===== config.mk =====
export PLATFORM = sky130hd
export DESIGN_NAME = hazard_forward_unit
export DESIGN_NICKNAME = d
export VERILOG_FILES = /design/src/rtl/hazard_forward_unit.sv
export SDC_FILE = /design/constraint.sdc
export NUM_CORES = 1
export LEC_CHECK = 0
export ABC_CLOCK_PERIOD_IN_PS = 2300
export BUFFER_PORTS_ARGS = -buffer_cell sky130_fd_sc_hd__buf_2
export CAP_MARGIN = 5
export CORE_MARGIN = 1.5
export CORE_UTILIZATION = 50
export CTS_BUF_LIST = sky130_fd_sc_hd__clkbuf_4 sky130_fd_sc_hd__clkbuf_8
export DETAILED_ROUTE_END_ITERATION = 16
export HOLD_SLACK_MARGIN = 0.06
export MAX_ROUTING_LAYER = met4
export PLACE_DENSITY_LB_ADDON = 0.3
export RECOVER_POWER = 25
export SLEW_MARGIN = 20
export SYNTH_ARGS = -nofsm -noshare
export SYNTH_HDL_FRONTEND = slang
export SYNTH_SLANG_ARGS = --single-unit

===== constraint.sdc =====
create_clock -name clk -period 2.3 [get_ports clk]
set_input_delay 0.46 -clock clk [delete_from_list [all_inputs] [get_ports clk]]
set_output_delay 0.46 -clock clk [all_outputs]
set_load 0.1 [all_outputs]

===== src/rtl/hazard_forward_unit.sv =====
// Hazard/forwarding controller for a 5-stage pipeline. It keeps its own shadow copy of the
// EXE/MEM/WB register tags. From that copy it drives the forwarding selects, load-use stalls,
// branch flushes and saturating event counters.
module hazard_forward_unit #(
    parameter int REG_ADDR_W   = 4,
    parameter int ZERO_REG_EN  = 0,
    parameter int MEM_LOAD_FWD = 0,
    parameter int CNT_W        = 16
) (
    input  logic                  clk,
    input  logic                  rst_n,
    input  logic                  id_valid,
    input  logic [REG_ADDR_W-1:0] id_rs_a,
    input  logic [REG_ADDR_W-1:0] id_rs_b,
    input  logic                  id_use_a,
    input  logic                  id_use_b,
    input  logic [REG_ADDR_W-1:0] id_rd,
    input  logic                  id_we,
    input  logic                  id_is_load,
    input  logic                  branch_taken,
    output logic                  stall,
    output logic                  flush_ifid,
    output logic                  bubble_exe,
    output logic [1:0]            fwd_sel_a,
    output logic [1:0]            fwd_sel_b,
    output logic [CNT_W-1:0]      stall_cnt,
    output logic [CNT_W-1:0]      flush_cnt
);

    typedef struct packed {
        logic                  v;
        logic [REG_ADDR_W-1:0] rd;
        logic                  we;
        logic                  ld;
        logic [REG_ADDR_W-1:0] rs_a;
        logic [REG_ADDR_W-1:0] rs_b;
        logic                  use_a;
        logic                  use_b;
    } entry_t;

    localparam bit              L_ZERO      = (ZERO_REG_EN != 0);
    localparam bit              L_MEM_STALL = (MEM_LOAD_FWD == 0);
    localparam logic [CNT_W-1:0] L_CNT_MAX  = '1;

    function automatic logic f_match(input entry_t p, input logic [REG_ADDR_W-1:0] src,
                                     input logic use_src);
        return p.v & p.we & (p.rd == src) & use_src & ~(L_ZERO & (src == '0));
    endfunction

    entry_t r_ex_q;
    entry_t r_mem_q;
    entry_t r_wb_q;
    entry_t w_id_entry;

    logic [REG_ADDR_W-1:0] w_ex_src [2];
    logic [REG_ADDR_W-1:0] w_id_src [2];
    logic                  w_ex_use [2];
    logic                  w_id_use [2];
    logic                  w_ld_hit [2];
    logic [1:0]            w_fwd_sel [2];
    logic                  w_load_use;
    logic                  w_unused;

    logic [CNT_W-1:0] r_stall_cnt;
    logic [CNT_W-1:0] r_flush_cnt;

    always_comb begin
        w_id_entry       = '0;
        w_id_entry.v     = id_valid;
        w_id_entry.rd    = id_rd;
        w_id_entry.we    = id_we;
        w_id_entry.ld    = id_is_load;
        w_id_entry.rs_a  = id_rs_a;
        w_id_entry.rs_b  = id_rs_b;
        w_id_entry.use_a = id_use_a;
        w_id_entry.use_b = id_use_b;
    end

    assign w_ex_src[0] = r_ex_q.rs_a;
    assign w_ex_src[1] = r_ex_q.rs_b;
    assign w_ex_use[0] = r_ex_q.v & r_ex_q.use_a;
    assign w_ex_use[1] = r_ex_q.v & r_ex_q.use_b;
    assign w_id_src[0] = id_rs_a;
    assign w_id_src[1] = id_rs_b;
    assign w_id_use[0] = id_use_a;
    assign w_id_use[1] = id_use_b;

    genvar gi;
    generate
        for (gi = 0; gi < 2; gi++) begin : g_opnd
            logic w_mem_hit;
            logic w_wb_hit;
            // MEM holds the younger producer, so it takes priority over WB.
            assign w_mem_hit     = f_match(r_mem_q, w_ex_src[gi], w_ex_use[gi]);
            assign w_wb_hit      = f_match(r_wb_q, w_ex_src[gi], w_ex_use[gi]);
            assign w_fwd_sel[gi] = w_mem_hit ? 2'b01 : (w_wb_hit ? 2'b10 : 2'b00);
            assign w_ld_hit[gi]  =
                (r_ex_q.ld & f_match(r_ex_q, w_id_src[gi], w_id_use[gi])) |
                (L_MEM_STALL & r_mem_q.ld & f_match(r_mem_q, w_id_src[gi], w_id_use[gi]));
        end
    endgenerate

    assign w_load_use = id_valid & (w_ld_hit[0] | w_ld_hit[1]);
    // A taken branch squashes the stalled instruction anyway, so it overrides the stall.
    assign stall      = w_load_use & ~branch_taken;
    assign flush_ifid = branch_taken;
    assign bubble_exe = stall | branch_taken;
    assign fwd_sel_a  = w_fwd_sel[0];
    assign fwd_sel_b  = w_fwd_sel[1];
    assign stall_cnt  = r_stall_cnt;
    assign flush_cnt  = r_flush_cnt;

    always_ff @(posedge clk or negedge rst_n) begin
        if (!rst_n) begin
            r_ex_q  <= '0;
            r_mem_q <= '0;
            r_wb_q  <= '0;
        end else begin
            r_wb_q  <= r_mem_q;
            r_mem_q <= r_ex_q;
            r_ex_q  <= (id_valid & ~stall & ~branch_taken) ? w_id_entry : '0;
        end
    end

    always_ff @(posedge clk or negedge rst_n) begin
        if (!rst_n) begin
            r_stall_cnt <= '0;
            r_flush_cnt <= '0;
        end else begin
            if (stall && (r_stall_cnt != L_CNT_MAX)) begin
                r_stall_cnt <= r_stall_cnt + CNT_W'(1);
            end
            if (branch_taken && (r_flush_cnt != L_CNT_MAX)) begin
                r_flush_cnt <= r_flush_cnt + CNT_W'(1);
            end
        end
    end

    // WB only ever acts as a producer; its source-side tags are dead.
    assign w_unused = ^{r_wb_q.ld, r_wb_q.rs_a, r_wb_q.rs_b, r_wb_q.use_a, r_wb_q.use_b};

endmodule

# After elaboration in Yosys (flattened, before gate mapping)

Cells that the tools add are included.

Add/sub/neg operators: 2
Eq/ne operators: 10
Muxes and demuxes: 5
Bitwise gates (word level): 35
Reductions and logical operators: 2

Operators by type and width:

| kind                                                             | number |
|---|---|
| 16-bit by 1-bit adder with 16-bit output (second input constant) | 2 |
| 4-bit == test                                                    | 8 |
| 16-bit != test (second input constant)                           | 2 |
| 1-bit bitwise AND                                                | 29 |
| 17-bit 2-to-1 mux                                                | 1 |
| 2-bit 2-to-1 mux                                                 | 4 |
| 1-bit bitwise OR                                                 | 4 |
| 1-bit logical AND                                                | 2 |
| 1-bit inverter                                                   | 2 |

Register bits: 62
Bits of input ports: 20
Logic and storage cells: 71

# Logic depth before layout (Yosys ltp)

Gate-level depths: netlist (run 1).

Depth after elaboration: 12
Mapped depth: 7

# Worst setup path before layout (run 1)

Ideal clock, no wire load.

Kind: reg-to-output
Start point: register r_mem_q[15] (netlist name)
End point: output port fwd_sel_a[1]
Arrival time: 3.648 ns
Data required time: 1.840 ns
Setup slack: -1.808 ns
Cell stages (with the launch flop): 5
Buffers on the path: 0
Cells stage by stage: dfrtp_1 > xnor2_1 > nand3_1 > nor3_1 > nor4_1

Longest elaborated chain between the ends: 4

RTL lines:

| what                            | RTL line | text |
|---|---|---|
| start, declared                 | 51       | `entry_t r_mem_q;` |
| start signal, assigned          | 120      | `r_mem_q <= r_ex_q;` |
| 4-bit == test                   | 47       | `return p.v & p.we & (p.rd == src) & use_src & ~(L_ZERO & (src == '0));` |
| 1-bit bitwise AND (2 in series) | 47       |  |
| net g_opnd[0].w_mem_hit         | 91       | `logic w_mem_hit;` |
| 2-bit 2-to-1 mux                | 96       | `assign w_fwd_sel[gi] = w_mem_hit ? 2'b01 : (w_wb_hit ? 2'b10 : 2'b00);` |
| end, declared                   | 24       | `output logic [1:0] fwd_sel_a,` |

The timed path passes the listed nets, and every way through them passes these cells.

# Worst setup path after layout (run 1)

Start point: register r_mem_q[14] (netlist name)
End point: output port stall

Longest elaborated chain between the ends: 8
Elaborated cells between the ends (all ways): 13

RTL lines:

| what                            | RTL line | text |
|---|---|---|
| 4-bit == test                   | 47       |  |
| 1-bit bitwise AND (2 in series) | 47       |  |
| 1-bit bitwise AND               | 99       | `(L_MEM_STALL & r_mem_q.ld & f_match(r_mem_q, w_id_src[gi], w_id_use[gi]));` |
| 1-bit bitwise OR                | 98       | `(r_ex_q.ld & f_match(r_ex_q, w_id_src[gi], w_id_use[gi])) \|` |
| 1-bit bitwise OR *              | 103      | `assign w_load_use = id_valid & (w_ld_hit[0] \| w_ld_hit[1]);` |
| 1-bit bitwise AND *             | 103      |  |
| 1-bit bitwise AND *             | 105      | `assign stall = w_load_use & ~branch_taken;` |
| end, declared                   | 21       | `output logic stall,` |

Mark *: on every way between the ends. The rest lies on a longest branch, timed or not.

==> run summary, run 1 <==
RUN STATUS
----------------------------------------------------------------------------------------
Outcome                                                                     complete, but fails checks
Violations in the final reports                                             negative setup slack

SETUP PATH
----------------------------------------------------------------------------------------
Slowest library cell on the worst path                                      sky130_fd_sc_hd__dfrtp_2
Total buffers and inverters traversed by the critical path                             2
Data arrival time at the worst-slack endpoint                                    2.01 ns
CP peak stage delay                                                              0.44 ns
Worst path cell trace                                                       xnor2_2 -> nand4_1 -> o32a_2 -> buf_6 -> a31oi_4 -> buf_12
Category of cells accounting for the largest share of critical-path delay   compound AO/OA/AOI/OAI gates
Startpoint-to-endpoint class of the critical path                           flop to primary output
Critical path data required time                                                 1.84 ns
Maximum fanout encountered on the critical timing path                                10
Critical Path Source Type                                                           flop
CP Capture Type                                                             primary output

TIMING
----------------------------------------------------------------------------------------
Final critical delay including setup and external delays                         2.47 ns
Hold Fails Final Rpt                                                                   0
Hold Slack                                                                      0.349 ns
Slew Limit Headroom                                                                16.2%
Final slew viol count                                                                  0
RSZ-0062 raised after global routing                                                true
Least-Margin Pin Slew                                                            1.26 ns
FMAX                                                                             404 MHz
Setup violations, final                                                                3
Final cycle utilization of the critical path                                        108%
Clock tree skew after final layout                                            0.00640 ns
Final Worst Setup Slack                                                        -0.174 ns

CTS
----------------------------------------------------------------------------------------
Total of hold buffers inserted after clock tree synthesis                              0
Sinks on Clock Net                                                                    62
Clk buf depth                                                                          2
TritonCTS Buffers                                                                      9
Clock slew at the register clock pins of the worst setup and hold paths          0.07 ns
Clock tree from TritonCTS                                                           done
Buffer cell driving the clock tree root                                     sky130_fd_sc_hd__clkbuf_8
Number of H-tree levels                                                                3
Insertion delay to the later sink of the worst-skew pair                         0.34 ns

FLOORPLANNING
----------------------------------------------------------------------------------------
Chip Width                                                                       80.8 um
Num rows                                                                              28
Die Footprint                                                               0.00653 mm^2
Number of primary I/O pins                                                            59
Starting Density                                                                   51.4%
Area of the core                                                            0.00589 mm^2
Die height                                                                       80.8 um

GLOBAL ROUTING
----------------------------------------------------------------------------------------
Global-route wire length before repair                                           11.1 mm
Total gr overflow                                                                      0
Via count of the first global-routing pass                                          2372
Overall global routing resource usage                                              23.4%
Number of antenna violations at the first check in global routing                      0
Pin count of the biggest net entering global routing                                  41

PLACEMENT
----------------------------------------------------------------------------------------
PortBufs                                                                              58
Placed wire-length estimate                                                      4.71 mm
Routability cong.                                                                  0.877
Standard cell area after detailed placement                                 0.00363 mm^2
Place WS                                                                     -0.00848 ns

DRT
----------------------------------------------------------------------------------------
Number of iterations in the first detailed-routing pass                                4
Wire length per cell after detailed routing                                      15.5 um
Remaining antenna violation count                                                      0
Total detailed-routing wirelength                                                6.52 mm
Total DRC errors in the routed layout                                                  0
Total number of vias                                                                2269
Detail-routed via count per cell                                                    5.40
First DRT Iteration DRCs                                                              63

SYNTHESIS
----------------------------------------------------------------------------------------
Cell area after synthesis                                                   0.00303 mm^2
Syn Nets                                                                             287
Flip-flop cell with the highest count after synthesis                       sky130_fd_sc_hd__dfrtp_1
Post-synthesis cell type count                                                        40
Number of standard cells after synthesis                                             265
Top area cells in the synthesized netlist                                   sky130_fd_sc_hd__dfrtp_1 51%, sky130_fd_sc_hd__xnor2_1 8.7%, sky130_fd_sc_hd__xor2_1 8.1%
Post-synth top area share                                                          51.2%
Sequential share of the synthesized area                                           51.2%
Share of flip-flops with an asynchronous set or reset after synthesis               100%
Area leader, netlist                                                        sky130_fd_sc_hd__dfrtp_1
Mapped Avg Cell Area                                                           11.4 um^2
Post-synthesis register bit count                                                     62
Number of synthesized flops with an enable pin                                         0
Total of warnings raised by yosys                                                      0

POWER AND IR DROP
----------------------------------------------------------------------------------------
Total internal power                                                             1.96 mW
Power per cell area                                                          779 mW/mm^2
Share of total power in sequential cells                                           42.2%
Switching Power                                                                  1.08 mW
Share of total power in the clock network                                          33.9%
Switching share of total power                                                     35.5%
Highest ir drop seen on vdd                                                   0.000886 V
Pleak                                                                            1.83 nW
Combinational fraction of design power                                             23.9%

FINISH
----------------------------------------------------------------------------------------
Commonest cells after routing, fill and taps aside                          51 x sky130_fd_sc_hd__buf_2, 37 x sky130_fd_sc_hd__dfrtp_1, 28 x sky130_fd_sc_hd__xnor2_1, 28 x sky130_fd_sc_hd__xor2_1, 23 x sky130_fd_sc_hd__dfrtp_2
Area growth, synth to finish                                                       28.6%
Ant diodes                                                                             0
Multi-input gate area                                                       0.00148 mm^2
Final Instance Area                                                         0.00389 mm^2
Share of final-layout standard cells stronger than drive strength 1                41.4%
Number of filler instances in the final layout                                       485
Number of nets in the finished design                                                362
Sequential cell area                                                        0.00159 mm^2
Most common cell after layout, fill and taps aside                          sky130_fd_sc_hd__buf_2

HOLD PATH
----------------------------------------------------------------------------------------
Min-Delay Path Class                                                        input pin to flop

JOB
----------------------------------------------------------------------------------------
Max capacitance violation total                                                        0

layout make-up:
cell class	count	area share (%)
Sequential cell	62	40.8
Multi-Input combinational cell	187	38.0
Timing Repair Buffer	75	12.8
Clock buffer	11	3.57
Tap cell	75	2.41
Clock inverter	5	1.93
Inverter	5	0.482
kinds of logic after synthesis:
| family | after synthesis | share of synthesized area, % |
|---|---|---|
| compound gates | 26 | 9.05 |
| xor+xnor | 58 | 16.8 |
| fa+ha+maj | 2 | 0.826 |
| buf+inv | 16 | 2.85 |
| flops | 62 | 51.2 |
| mux | 2 | 0.868 |
| simple gates | 99 | 18.4 |
cell usage after synthesis (3+ instances only):
master / n
sky130_fd_sc_hd__nor3_1: 4
sky130_fd_sc_hd__dfrtp_1: 62
sky130_fd_sc_hd__xnor2_1: 30
sky130_fd_sc_hd__clkbuf_1: 3
sky130_fd_sc_hd__a311oi_2: 6
sky130_fd_sc_hd__a311oi_1: 6
sky130_fd_sc_hd__nand2_1: 16
sky130_fd_sc_hd__buf_2: 3
sky130_fd_sc_hd__a31oi_1: 4
sky130_fd_sc_hd__nand3_1: 14
sky130_fd_sc_hd__nor2_1: 9
sky130_fd_sc_hd__buf_4: 4
sky130_fd_sc_hd__nor4_1: 7
sky130_fd_sc_hd__xor2_1: 28
sky130_fd_sc_hd__and3_1: 17
sky130_fd_sc_hd__nand4_1: 17
sky130_fd_sc_hd__inv_1: 5
worst paths after layout:
kind | start | slack (ns) | endpoint | depth (start not counted)
worst max-delay path | r_mem_q[14] | -0.17 | stall | 6
worst min-delay path | id_rd[2] | 0.35 | r_ex_q[14] | 2
worst max register to register | stall_cnt[0] | 0.17 | stall_cnt[9] | 7
worst min register to register | r_ex_q[10] | 0.41 | r_mem_q[10] | 0
max in group asynchronous | rst_n | 0.29 | stall_cnt[0] | 2
min in group asynchronous | rst_n | 0.37 | flush_cnt[4] | 1
power by group through the flow:
stage | clock (mW) | sequential (mW) | combinational, mW
4_1_cts | 1.05 | 1.28 | 0.731
5_1_grt | 1.10 | 1.29 | 0.761
6_report | 1.03 | 1.28 | 0.725
3_3_place_gp | 0 | 1.29 | 0.712
2_1_floorplan | 0 | 1.68 | 0.172
3_5_place_dp | 0 | 1.30 | 0.722
sequential cells by signal (all words and copies together), names as in the netlist:
signal and flops:
r_ex_q 17, r_mem_q 7, stall_cnt 16, flush_cnt 16, r_wb_q 6
stage by stage:
step / power (mW) / util (%) / instances / setup TNS [ns]
6_report: 3.03 / 66.2 / 420 / -0.359
5_1_grt: 3.15 / 66.2 / 420 / -3.23
4_1_cts: 3.06 / 66.3 / 420 / -0.328
3_5_place_dp: 2.02 / 61.7 / 401 / -0.00848
3_3_place_gp: 2.01 / 61.7 / 401 / 0
2_1_floorplan: 1.86 / - / 265 / -0.937
layer usage:
| layer | track usage, % | vias up | part of all wire (%) |
|---|---|---|---|
| li1 | - | 1096 | - |
| met1 | 28.4 | 1103 | 44 |
| met2 | 37.8 | 55 | 50 |
| met3 | 3.60 | 15 | 3.5 |
| met4 | 12.4 | 0 | 2.4 |
| met5 | - | - | 0 |
timing repair:
item	CTS	global route
setup buffers	3	0
pin swaps	4	5
gates resized for setup	9	3
setup endpoints to repair	3	5
No activity file was read; power rests on OpenSTA's default activity.
==> inputs of run 2 (changes only) <==
Settings changed: ABC_CLOCK_PERIOD_IN_PS 2300 to 2700, PLACE_DENSITY set to 0.73, PLACE_DENSITY_LB_ADDON 0.3 to unset.
Clock period 2.3 ns to 2.7 ns, I/O delays scaled along.
==> run summary, run 2 (synthesized netlist as in run 1, its figures left out) <==
SETUP PATH
----------------------------------------------------------------------------------------
Maximum fanout encountered on the critical timing path                                 5
Critical path data required time                                                 2.16 ns
Startpoint of the most critical register-to-register path                   stall_cnt[3]
CP peak stage delay                                                              0.46 ns
Crit path launch                                                             r_mem_q[13]
Number of cells on the worst reg-to-reg path                                           5
Slowest library cell on the worst path                                      sky130_fd_sc_hd__dfrtp_2
CP Capture Type                                                             primary output
Data arrival time at the worst-slack endpoint                                    2.07 ns
Critical path capture point                                                   bubble_exe
Total buffers and inverters traversed by the critical path                             1
Critical path depth in cells                                                           6
Flop-to-flop setup slack                                                         0.48 ns
Startpoint-to-endpoint class of the critical path                           flop to primary output
Category of cells accounting for the largest share of critical-path delay   compound AO/OA/AOI/OAI gates
Endpoint of the worst register-to-register path                             stall_cnt[1]
Worst path cell trace                                                       xnor2_1 -> nand4_1 -> o32a_2 -> and3_1 -> o21bai_4 -> buf_12
Critical Path Source Type                                                           flop

TIMING
----------------------------------------------------------------------------------------
Slew Limit Headroom                                                                8.49%
RSZ-0062 raised after global routing                                               false
Clock tree skew after final layout                                            0.00602 ns
Final cycle utilization of the critical path                                       96.8%
Least-Margin Pin Slew                                                            1.37 ns
Final slew viol count                                                                  0
Setup_tns                                                                           0 ns
Final critical delay including setup and external delays                         2.61 ns
Setup violations, final                                                                0
FMAX                                                                             382 MHz
Hold Fails Final Rpt                                                                   0

FLOORPLANNING
----------------------------------------------------------------------------------------
Number of primary I/O pins                                                            59
Area of the core                                                            0.00589 mm^2
Die Footprint                                                               0.00653 mm^2
Starting Density                                                                   51.4%
Die height                                                                       80.8 um
Num rows                                                                              28
Chip Width                                                                       80.8 um

FINISH
----------------------------------------------------------------------------------------
Fin util                                                                           62.6%
Most flops, register                                                              r_ex_q
Sequential cell area                                                        0.00156 mm^2
Ant diodes                                                                             0
Number of nets in the finished design                                                354
Most common cell after layout, fill and taps aside                          sky130_fd_sc_hd__dfrtp_1
Commonest cells after routing, fill and taps aside                          58 x sky130_fd_sc_hd__dfrtp_1, 55 x sky130_fd_sc_hd__buf_2, 30 x sky130_fd_sc_hd__xnor2_1, 28 x sky130_fd_sc_hd__xor2_1
Share of final-layout standard cells stronger than drive strength 1                32.3%
Area growth, synth to finish                                                       21.7%
Max FFs per register                                                                  17
Multi-input gate area                                                       0.00144 mm^2
Number of filler instances in the final layout                                       484

DRT
----------------------------------------------------------------------------------------
Wire length per cell after detailed routing                                      14.7 um
Detail-routed via count per cell                                                    5.38
Total DRC errors in the routed layout                                                  0
Total detailed-routing wirelength                                                6.07 mm
Remaining antenna violation count                                                      0
Total number of vias                                                                2215
Number of iterations in the first detailed-routing pass                                4
First DRT Iteration DRCs                                                             131

HOLD PATH
----------------------------------------------------------------------------------------
Min-Delay Path Class                                                        flop to flop
Worst hold path startpoint                                                    r_ex_q[10]

CTS
----------------------------------------------------------------------------------------
Buffer cell driving the clock tree root                                     sky130_fd_sc_hd__clkbuf_8
Total of hold buffers inserted after clock tree synthesis                              0
TritonCTS Buffers                                                                      9
Clk buf depth                                                                          2
Clock tree from TritonCTS                                                           done
Sinks on Clock Net                                                                    62
Clock slew at the register clock pins of the worst setup and hold paths          0.07 ns
Insertion delay to the later sink of the worst-skew pair                         0.32 ns
Number of H-tree levels                                                                3

POWER AND IR DROP
----------------------------------------------------------------------------------------
Combinational fraction of design power                                             24.7%
Pleak                                                                            1.79 nW
Share of total power in the clock network                                          31.1%
Power per cell area                                                          665 mW/mm^2
Switching share of total power                                                     37.2%
Highest ir drop seen on vdd                                                    0.00103 V
Total internal power                                                             1.54 mW
Share of total power in sequential cells                                           44.1%
Total power                                                                      2.45 mW
Switching Power                                                                 0.911 mW

GLOBAL ROUTING
----------------------------------------------------------------------------------------
Total gr overflow                                                                      0
Number of antenna violations at the first check in global routing                      0
Via count of the first global-routing pass                                          2183
Pin count of the biggest net entering global routing                                  38
Global-route wire length before repair                                           10.1 mm
Overall global routing resource usage                                              20.9%

JOB
----------------------------------------------------------------------------------------
Max capacitance violation total                                                        0

PLACEMENT
----------------------------------------------------------------------------------------
Placed wire-length estimate                                                      4.49 mm
Routability cong.                                                                  0.866
PortBufs                                                                              58

RUN STATUS
----------------------------------------------------------------------------------------
Outcome                                                                        completed

run 2: worst min-delay path by stage:
stage,endpoint,depth (start not counted)
detailed placement,r_mem_q[10],0
global placement,r_mem_q[10],0
finish,r_mem_q[10],0
floorplan,flush_cnt[0],0
global route,r_mem_q[11],0
CTS,flush_cnt[3],1
run 2: power by group through the flow:
stage	clock (mW)	sequential, mW	combinational, mW
global placement	0	1.10	0.602
floorplan	0	1.42	0.147
CTS	0.790	1.08	0.612
detailed placement	0	1.10	0.609
global route	0.832	1.09	0.637
finish	0.763	1.08	0.605
run 2: repair_timing:
item                       in CTS  in global routing
buffers inserted                2                  1
gates resized for setup         4                  1
setup endpoints to repair       1                  1
pin swaps                       0                  2
run 2: per-stage QoR:
stage	setup slack (ns)	std cells	hold WS (ns)	instance area [um^2]
floorplan	-0.297	265	0.244	3080
global placement	0.221	393	0.385	3480
CTS	0.00000799	411	0.238	3690
detailed placement	0.167	393	0.392	3480
finish	0.0852	412	0.418	3680
global route	0.0171	412	0.423	3680
run 2: layout make-up:
cell class | count | share of cell area [%]
repair buffers | 67 | 10.5
flip-flops and latches | 62 | 42.3
clock inverters | 7 | 1.77
clock buffers | 9 | 3.36
inverters | 5 | 0.510
multi-input cells | 187 | 39.0
well taps | 75 | 2.55
run 2: layer usage:
metal,track usage (%),up-vias,wire length (um)
met4,9.83,0,60
li1,-,1082,-
met5,-,-,0
met1,24.8,1064,2750
met3,4.16,6,250
met2,34.1,63,3010
==> inputs of run 3 (changes only) <==
Settings changed: ABC_AREA set to 1.
==> run summary, run 3 <==
RUN STATUS
--------------------------------------------------------------------------------------
Outcome                                                                      completed

SETUP PATH
--------------------------------------------------------------------------------------
Slowest library cell on the worst path                                    sky130_fd_sc_hd__dfrtp_1
Critical Path Source Type                                                         flop
Endpoint of the worst register-to-register path                              r_ex_q[7]
Flop-to-flop setup slack                                                       0.90 ns
Worst path cell trace                                                     inv_2 -> nand2_1 -> nand2_1 -> nor2_1 -> nand3_1 -> nand2_1 -> nand2_2 -> nand2_4 -> nand3_4 -> inv_1 -> clkbuf_4
CP most frequent cell                                                     sky130_fd_sc_hd__nand2_1
CP peak stage delay                                                            0.44 ns
Startpoint-to-endpoint class of the critical path                         flop to primary output
Data arrival time at the worst-slack endpoint                                  1.97 ns
Critical path data required time                                               2.16 ns
Number of cells on the worst reg-to-reg path                                        11
Startpoint of the most critical register-to-register path                  r_mem_q[14]
Maximum fanout encountered on the critical timing path                               6
CP Capture Type                                                           primary output

CTS
--------------------------------------------------------------------------------------
Sinks on Clock Net                                                                  62
Insertion delay to the later sink of the worst-skew pair                       0.33 ns
TritonCTS Buffers                                                                    9
Number of H-tree levels                                                              3
Clock slew at the register clock pins of the worst setup and hold paths        0.07 ns
Clock tree from TritonCTS                                                         done
Clk buf depth                                                                        2
Total of hold buffers inserted after clock tree synthesis                            0
Buffer cell driving the clock tree root                                   sky130_fd_sc_hd__clkbuf_8

FLOORPLANNING
--------------------------------------------------------------------------------------
Die height                                                                     83.4 um
Die Footprint                                                             0.00695 mm^2
Number of primary I/O pins                                                          59
Area of the core                                                          0.00628 mm^2
Starting Density                                                                 51.4%
Num rows                                                                            29
Chip Width                                                                     83.4 um

SYNTHESIS
--------------------------------------------------------------------------------------
Cell area after synthesis                                                 0.00323 mm^2
Mapped Avg Cell Area                                                         8.07 um^2
Total of warnings raised by yosys                                                    0
Share of flip-flops with an asynchronous set or reset after synthesis             100%
Sequential share of the synthesized area                                         48.1%
Most common cell in the synthesized netlist                               sky130_fd_sc_hd__nand2_1
Area leader, netlist                                                      sky130_fd_sc_hd__dfrtp_1
Top area cells in the synthesized netlist                                 sky130_fd_sc_hd__dfrtp_1 48%, sky130_fd_sc_hd__nand2_1 15%, sky130_fd_sc_hd__xnor2_1 6.0%
Post-synthesis register bit count                                                   62
Number of standard cells after synthesis                                           400
Number of synthesized flops with an enable pin                                       0
Flip-flop cell with the highest count after synthesis                     sky130_fd_sc_hd__dfrtp_1
Post-synth top area share                                                        48.1%
Cell types with the highest counts after synthesis                        132 x sky130_fd_sc_hd__nand2_1, 62 x sky130_fd_sc_hd__dfrtp_1, 46 x sky130_fd_sc_hd__inv_1
Post-synthesis cell type count                                                      29
Syn Nets                                                                           422

POWER AND IR DROP
--------------------------------------------------------------------------------------
Pleak                                                                          2.06 nW
Power per cell area                                                        701 mW/mm^2
Total power                                                                    2.64 mW
Highest ir drop seen on vdd                                                 0.000956 V

DRT
--------------------------------------------------------------------------------------
Wire length per cell after detailed routing                                    12.7 um
Total DRC errors in the routed layout                                                0
Number of iterations in the first detailed-routing pass                              4
Detail-routed via count per cell                                                  4.92
Total detailed-routing wirelength                                              6.92 mm
Total number of vias                                                              2679
First DRT Iteration DRCs                                                            97
Remaining antenna violation count                                                    0

FINISH
--------------------------------------------------------------------------------------
Share of final-layout standard cells stronger than drive strength 1              18.2%
Most common cell after layout, fill and taps aside                        sky130_fd_sc_hd__nand2_1
Multi-input gate area                                                     0.00143 mm^2
Sequential cell area                                                      0.00155 mm^2
Max FFs per register                                                                17
Number of nets in the finished design                                              485
Area growth, synth to finish                                                     16.7%
Number of filler instances in the final layout                                     586
Ant diodes                                                                           0
Most flops, register                                                            r_ex_q
Final Instance Area                                                       0.00377 mm^2
Commonest cells after routing, fill and taps aside                        132 x sky130_fd_sc_hd__nand2_1, 62 x sky130_fd_sc_hd__dfrtp_1, 55 x sky130_fd_sc_hd__buf_2, 46 x sky130_fd_sc_hd__inv_1, 42 x sky130_fd_sc_hd__nor2_1

GLOBAL ROUTING
--------------------------------------------------------------------------------------
Via count of the first global-routing pass                                        2544
Total gr overflow                                                                    0
Met2 usage in global routing                                                     34.5%
Number of antenna violations at the first check in global routing                    0
Overall global routing resource usage                                            21.9%
GRT busiest layer                                                                 met2
Pin count of the biggest net entering global routing                                41
Met3 track demand over resource                                                  4.87%
Global-route wire length before repair                                         11.6 mm
Met1 GRT Util                                                                    26.7%

PLACEMENT
--------------------------------------------------------------------------------------
Standard cell area after detailed placement                               0.00360 mm^2
PortBufs                                                                            58
Routability cong.                                                                0.882
Placed wire-length estimate                                                    5.13 mm

HOLD PATH
--------------------------------------------------------------------------------------
Number of cells on the worst hold path                                               0
Min-Delay Path Class                                                      flop to flop
Worst hold path endpoint                                                   r_mem_q[10]
Worst hold path startpoint                                                  r_ex_q[10]

TIMING
--------------------------------------------------------------------------------------
Final cycle utilization of the critical path                                     92.9%
Final critical delay including setup and external delays                       2.51 ns
Clock tree skew after final layout                                          0.00676 ns
Final slew viol count                                                                0
Setup_tns                                                                         0 ns
RSZ-0062 raised after global routing                                             false
FMAX                                                                           399 MHz
Least-Margin Pin Slew                                                          1.25 ns
Hold Fails Final Rpt                                                                 0
Setup violations, final                                                              0
Slew Limit Headroom                                                              16.8%

JOB
--------------------------------------------------------------------------------------
Max capacitance violation total                                                      0

[run 3: what timing repair did]
item,4_1_cts,5_1_grt
setup buffers,0,0
setup endpoints to repair,0,1
endpoints found under the hold margin,0,0
gates resized for setup,0,1
[run 3: critical path: cells and delay by family, from the launching register on]
kind	cells	cell delay [ns]
buffers and inverters	3	0.48
DFF	1	0.44
and+or+nand+nor	8	0.71
[run 3: worst max path at each step]
stage                     depth (start not counted)            to   startpoint
after floorplan                                   5  fwd_sel_b[1]  r_mem_q[15]
after global placement                           12         stall   id_rs_a[1]
after detailed placement                         12         stall   id_rs_a[1]
after CTS                                        11         stall  r_mem_q[13]
after global routing                             11         stall  r_mem_q[13]
final                                            11         stall  r_mem_q[13]
[run 3: where the power goes]
group,internal (mW),switching (mW)
Clock,0.408,0.340
Combinational,0.144,0.633
Sequential,1.01,0.108
Total,1.56,1.08
[run 3: layout make-up]
type                       count  share of cell area [%]
timing repair buffer          60                    8.47
multi-input combinational    279                    37.9
inverter                      51                    5.08
tap                           77                    2.56
clock buffer                  14                    4.62
sequential                    62                    41.2
clock inverter                 1                   0.133
[run 3: metal layers]
layer	up-vias	share of wire [%]
met5	-	0
li1	1355	-
met1	1231	44
met2	74	48
met3	19	5.1
met4	0	2.6
[run 3: cell families (layout without fill, tap and decap cells)]
logic type / Yosys count / count (layout) / synth area share [%]
simple gates: 224 / 224 / 30.1
flops: 62 / 62 / 48.1
buf+inv: 59 / 126 / 7.67
xor+xnor: 41 / 41 / 11.1
compound gates: 12 / 12 / 2.25
fa+ha+maj: 2 / 2 / 0.775
[run 3: stage by stage]
stage / cells / setup WS, ns / util (%) / hold slack (ns)
detailed placement: 529 / 0.215 / 57.4 / 0.360
finish: 544 / 0.191 / 60.0 / 0.378
CTS: 544 / 0.0687 / 60.2 / 0.209
floorplan: 400 / 0.139 / - / 0.244
global placement: 529 / 0.273 / 57.4 / 0.363
global route: 544 / 0.0372 / 60.0 / 0.385
